### src/rtl/mfcc_pkg.sv
// Shared MFCC-core types, Q1.15 constants and the sample saturation helper.
package mfcc_pkg;

  localparam int          DEFAULT_SAMPLE_WIDTH = 16;
  localparam int          Q15_FRAC_BITS        = 15;
  localparam logic [15:0] ALPHA_DEFAULT        = 16'd31785;

  typedef logic signed [DEFAULT_SAMPLE_WIDTH-1:0] sample_t;

  // Clamp a two-bit-headroom sum into the sample range.
  function automatic sample_t sat_to_sample(input logic signed [DEFAULT_SAMPLE_WIDTH+1:0] s);
    logic signed [DEFAULT_SAMPLE_WIDTH+1:0] smax;
    logic signed [DEFAULT_SAMPLE_WIDTH+1:0] smin;
    smax = {3'b000, {(DEFAULT_SAMPLE_WIDTH-1){1'b1}}};
    smin = {3'b111, {(DEFAULT_SAMPLE_WIDTH-1){1'b0}}};
    if (s > smax)      sat_to_sample = smax[DEFAULT_SAMPLE_WIDTH-1:0];
    else if (s < smin) sat_to_sample = smin[DEFAULT_SAMPLE_WIDTH-1:0];
    else               sat_to_sample = s[DEFAULT_SAMPLE_WIDTH-1:0];
  endfunction

endpackage

### src/rtl/q15_mac_sat.sv
// Combinational Q1.15 multiply-accumulate: addend + round(acc * coef), saturated to W bits.
module q15_mac_sat
  import mfcc_pkg::*;
#(
  parameter int W  = 16,
  parameter int CW = 16
) (
  input  logic signed [W-1:0]  acc_i,
  input  logic        [CW-1:0] coef_i,
  input  logic signed [W-1:0]  addend_i,
  output logic signed [W-1:0]  sum_o,
  output logic                 clip_o
);

  localparam logic signed [W+CW:0] HALF = (W+CW+1)'(1) <<< (Q15_FRAC_BITS - 1);
  localparam logic signed [W+1:0]  SMAX = {3'b000, {(W-1){1'b1}}};
  localparam logic signed [W+1:0]  SMIN = {3'b111, {(W-1){1'b0}}};

  logic signed [CW:0]   coef_s;
  logic signed [W+CW:0] prod;
  logic signed [W+1:0]  fb;
  logic signed [W+1:0]  sum;

  assign coef_s = $signed({1'b0, coef_i});
  assign prod   = acc_i * coef_s;
  // Coefficient < 1.0, so the rounded feedback always fits in W+2 bits.
  assign fb     = (W+2)'((prod + HALF) >>> Q15_FRAC_BITS);
  assign sum    = $signed({{2{addend_i[W-1]}}, addend_i}) + fb;

  always_comb begin
    clip_o = 1'b0;
    sum_o  = sum[W-1:0];
    if (sum > SMAX) begin
      clip_o = 1'b1;
      sum_o  = SMAX[W-1:0];
    end else if (sum < SMIN) begin
      clip_o = 1'b1;
      sum_o  = SMIN[W-1:0];
    end
  end

endmodule

### src/rtl/de_emphasis.sv
// First-order IIR de-emphasis y[n] = x[n] + ALPHA*y[n-1] with valid/ready streaming.
// Optional saturating clip counter enabled by `define DE_EMPHASIS_CLIP_CNT_EN.
module de_emphasis
  import mfcc_pkg::*;
#(
  parameter int          SAMPLE_WIDTH = DEFAULT_SAMPLE_WIDTH,
  parameter logic [15:0] ALPHA        = ALPHA_DEFAULT  // Q1.15, must stay below 16'd32768
) (
  input  logic                           clk,
  input  logic                           rst_n,
  input  logic                           in_valid,
  output logic                           in_ready,
  input  logic signed [SAMPLE_WIDTH-1:0] x_in,
  input  logic                           in_last,
  output logic                           out_valid,
  input  logic                           out_ready,
  output logic signed [SAMPLE_WIDTH-1:0] y_out,
  output logic                           out_last,
  output logic                           clip,
  output logic [15:0]                    clip_count
);

  logic signed [SAMPLE_WIDTH-1:0] y_prev_q, y_prev_d;
  logic signed [SAMPLE_WIDTH-1:0] y_q, y_d;
  logic                           valid_q, valid_d;
  logic                           last_q, last_d;
  logic                           clip_q, clip_d;
  logic signed [SAMPLE_WIDTH-1:0] mac_y;
  logic                           mac_clip;
  logic                           accept;

  q15_mac_sat #(
    .W  (SAMPLE_WIDTH),
    .CW (16)
  ) u_mac (
    .acc_i    (y_prev_q),
    .coef_i   (ALPHA),
    .addend_i (x_in),
    .sum_o    (mac_y),
    .clip_o   (mac_clip)
  );

  assign in_ready = !valid_q || out_ready;
  assign accept   = in_valid && in_ready;

  always_comb begin
    y_prev_d = y_prev_q;
    y_d      = y_q;
    valid_d  = valid_q;
    last_d   = last_q;
    clip_d   = clip_q;
    if (accept) begin
      y_d      = mac_y;
      valid_d  = 1'b1;
      last_d   = in_last;
      clip_d   = mac_clip;
      // Frame end zeroes the history; this beat still used the old y_prev.
      y_prev_d = in_last ? '0 : mac_y;
    end else if (out_ready) begin
      valid_d = 1'b0;
    end
  end

  always_ff @(posedge clk or negedge rst_n) begin
    if (!rst_n) begin
      y_prev_q <= '0;
      y_q      <= '0;
      valid_q  <= 1'b0;
      last_q   <= 1'b0;
      clip_q   <= 1'b0;
    end else begin
      y_prev_q <= y_prev_d;
      y_q      <= y_d;
      valid_q  <= valid_d;
      last_q   <= last_d;
      clip_q   <= clip_d;
    end
  end

  assign out_valid = valid_q;
  assign y_out     = y_q;
  assign out_last  = last_q;
  assign clip      = clip_q;

`ifdef DE_EMPHASIS_CLIP_CNT_EN
  logic [15:0] clip_cnt_q, clip_cnt_d;

  always_comb begin
    clip_cnt_d = clip_cnt_q;
    if (valid_q && out_ready && clip_q && (clip_cnt_q != 16'hFFFF))
      clip_cnt_d = clip_cnt_q + 16'd1;
  end

  always_ff @(posedge clk or negedge rst_n) begin
    if (!rst_n) clip_cnt_q <= '0;
    else        clip_cnt_q <= clip_cnt_d;
  end

  assign clip_count = clip_cnt_q;
`else
  assign clip_count = 16'd0;
`endif

endmodule

### config.mk
export PLATFORM = sky130hd
export DESIGN_NAME = de_emphasis
export DESIGN_NICKNAME = d
export VERILOG_FILES = /design/src/rtl/mfcc_pkg.sv /design/src/rtl/q15_mac_sat.sv /design/src/rtl/de_emphasis.sv
export SDC_FILE = /design/constraint.sdc
export NUM_CORES = 1
export LEC_CHECK = 0
export CORE_MARGIN = 2
export CORE_UTILIZATION = 30
export CTS_CLUSTER_DIAMETER = 150
export DETAILED_ROUTE_END_ITERATION = 7
export PLACE_DENSITY = 0.53
export SYNTH_ARGS = -nofsm -noshare
export SYNTH_HDL_FRONTEND = slang
export SYNTH_SLANG_ARGS = --single-unit
### constraint.sdc
create_clock -name clk -period 16.15 [get_ports clk]
set_clock_uncertainty 0.1 [all_clocks]
set_input_delay 3.23 -clock clk [delete_from_list [all_inputs] [get_ports clk]]
set_output_delay 3.23 -clock clk [all_outputs]
set_load 0.01 [all_outputs]
==> flow_metrics.env <==
export IMPL_cts_hold_buf=0
export IMPL_cts_buffers=5
export IMPL_netlist_top_cells_area="ha_1, fa_1, dfrtp_1"
export IMPL_chipWidth_um=162
export IMPL_portBuffers=40
export IMPL_drv_cap=0
export IMPL_area_growth_pct=10.9
export IMPL_drt_initial_drc_count=306
export IMPL_synth_seq_cells=35
export IMPL_synth_cell_types=65
export IMPL_io_pins=57
export IMPL_path_clk_slew_ps=50
export IMPL_synth_commonest_cells="inv_1, ha_1, fa_1, a21oi_1, xnor2_1"
export IMPL_cp_required_ps=16180
export IMPL_slew_viol_final=0
export IMPL_cpPeakStageDelay_ps=670
export IMPL_start_kind="flop"
export IMPL_wl_um=18000
export IMPL_viasPerCell=4.84
export IMPL_synth_edff_count=0
export IMPL_r2r_cells=31
export IMPL_clk_root_buffer_cell="clkbuf_16"
export IMPL_core_um2=24900
export IMPL_synth_seq_area_share_pct=11.6
export IMPL_start_util_pct=30.3
export IMPL_synthArstFlopShare_pct=100
export IMPL_nFillCells=2595
export IMPL_grt_pass1_vias=5767
export IMPL_nNetsFinal=1101
export IMPL_tns_ps=0
export IMPL_arrival_ps=9530
export IMPL_r2r_slack_ps=6650
export IMPL_min_path_type="flop to flop"
export IMPL_cts_tree="done"
export IMPL_fmax_mhz=105
export IMPL_cts_htree_levels=2
export IMPL_rsz0062_at_grt="no"
export IMPL_die_area_um2=26400
export IMPL_grt_overflow=0
export IMPL_critPathKind="flop to flop"
export IMPL_cts_setup_buffers=0
export IMPL_rr_startpoint="y_prev_q[5]"
export IMPL_die_height_um=162
export IMPL_detail_route_wl_per_cell_um=15.1
export IMPL_clock_sinks=35
export IMPL_drive_gt1_share_pct=2.89
export IMPL_cp_max_fo=26
export IMPL_std_cell_rows=58
export IMPL_hpwl_um=15100
export IMPL_yosys_warnings=0
export IMPL_post_synth_top_count_cell="inv_1"
export IMPL_period_share_pct=58.9
export IMPL_clock_latency_ps=280
export IMPL_num_vias=5778
export IMPL_clock_path_buffers=2
export IMPL_antenna_cells=0
export IMPL_hold_path_depth=2
export IMPL_yosys_area_top_type="ha_1"
export IMPL_drt_first_pass_iters=5
export IMPL_synth_avg_cell_area_um2=9.00
export IMPL_slowest_stage="a21oi_4"
export IMPL_crit_top_cell="fa_1"
export IMPL_netlist_instances=837
export IMPL_timing_rr_end="y_prev_q[14]"
export IMPL_place_gp_congestion=0.814
export IMPL_grt_pass1_wl_um=30200
export IMPL_post_cts_resized=0
export IMPL_finalSetupViolCount=0
export IMPL_syn_area_um2=7530
export IMPL_finalCriticalPeriod_ps=9500
export IMPL_route_detailed_drc=0
export IMPL_ant_nets=0
export IMPL_status="finished, final reports clean"
export IMPL_antenna_found_initial=0
export IMPL_worstSetupEndpointType="flop"
export IMPL_grt_max_degree=36
export IMPL_worst_pin_slew_ps=982
export IMPL_whs_endpoint="y_out[0]"
export IMPL_ys_flop_type="dfrtp_1"
export IMPL_track_usage_pct=14.3
export IMPL_min_from="y_out[0]"
export IMPL_hold_viol=0
export IMPL_synth_top_area_share_pct=22.3
export IMPL_slew_headroom_pct=34.5
## worst max path at each step
| stage | endpoint | slack (ps) | depth (start not counted) | from |
|---|---|---|---|---|
| 3_5_place_dp | y_out[9] | 6740 | 30 | y_prev_q[5] |
| 3_3_place_gp | y_prev_q[1] | 6830 | 30 | y_prev_q[3] |
| 2_1_floorplan | y_out[11] | 7960 | 29 | y_prev_q[3] |
| 5_1_grt | y_out[9] | 5980 | 28 | y_prev_q[5] |
| 6_report | y_prev_q[14] | 6650 | 31 | y_prev_q[5] |
| 4_1_cts | y_prev_q[2] | 6720 | 30 | y_prev_q[5] |
## logic make-up after synthesis
kind of cell / share of synthesized area [%]
other: 0.0498
buffers and inverters: 9.73
XOR/XNOR: 8.82
adder cells (fa/ha/maj): 43.8
flip-flops: 11.6
multiplexers: 1.06
AO/OA/AOI/OAI: 16.1
AND/OR/NAND/NOR: 8.85
## placed cells by master (no fill, tap or decap), drive strengths merged, types with 4 or more instances in the layout
cell type        n
xor2            16
a21oi           63
nand3            7
nand4            9
a211oi           4
nor3             9
xnor2           57
o21a             8
dfrtp           35
and4             5
nand2           45
a21o             8
ha             134
o21ai           56
o31ai            5
and2             6
inv            139
or3              4
clkbuf           6
a31oi            4
nand2b           5
fa              81
or2              4
a21boi           4
clkdlybuf4s50   40
nor2            34
conb            16
and3             4
mux2i            8
## flip-flops by register name, summed over array words and instances (netlist names)
register and cells:
out_last 1, y_prev_q 16, clip 1, out_valid 1, y_out 16
## critical path, delay by kind of cell (launching register included)
family | cells | cell delay [ps]
adders and majority gates | 8 | 3860
AOI/OAI and AO/OA | 10 | 2350
and+or+nand+nor | 6 | 1290
xor gates and xnor gates | 3 | 930
DFF | 1 | 600
buffers and inverters | 4 | 220
## cell type report
class / instances / area [um^2] / area share (%)
Sequential cell: 35 / 876 / 10.5
Inverter: 139 / 522 / 6.24
Multi-Input combinational cell: 641 / 5980 / 71.6
Tap cell: 330 / 413 / 4.94
Timing Repair Buffer: 43 / 423 / 5.06
Clock inverter: 1 / 5.00 / 0.0599
Clock buffer: 6 / 139 / 1.66
## routing by layer
| layer | up-vias | wire (um) | share of wire, % | track usage, % |
|---|---|---|---|---|
| met3 | 7 | 443 | 2.5 | 1.43 |
| met2 | 77 | 8710 | 48 | 24.5 |
| met5 | - | 0 | 0 | 0 |
| met4 | 0 | 44 | 0.24 | 1.41 |
| li1 | 2844 | - | - | - |
| met1 | 2850 | 8820 | 49 | 20.4 |
## stage by stage
| stage | utilization (%) | instances | cell area (um^2) | hold slack [ps] | setup slack (ps) |
|---|---|---|---|---|---|
| 5_1_grt | 33.6 | 1195 | 8360 | 409 | 5980 |
| 3_5_place_dp | 33.0 | 1188 | 8220 | 375 | 6740 |
| 4_1_cts | 33.6 | 1195 | 8360 | 390 | 6720 |
| 2_1_floorplan | - | 852 | 7590 | 415 | 7960 |
| 6_report | 33.6 | 1195 | 8360 | 385 | 6650 |
| 3_3_place_gp | 33.0 | 1188 | 8220 | 365 | 6830 |
Power is left out: the tool's default activity adds up to more than one toggle a clock period on the data nets, which glitch-free logic cannot reach.
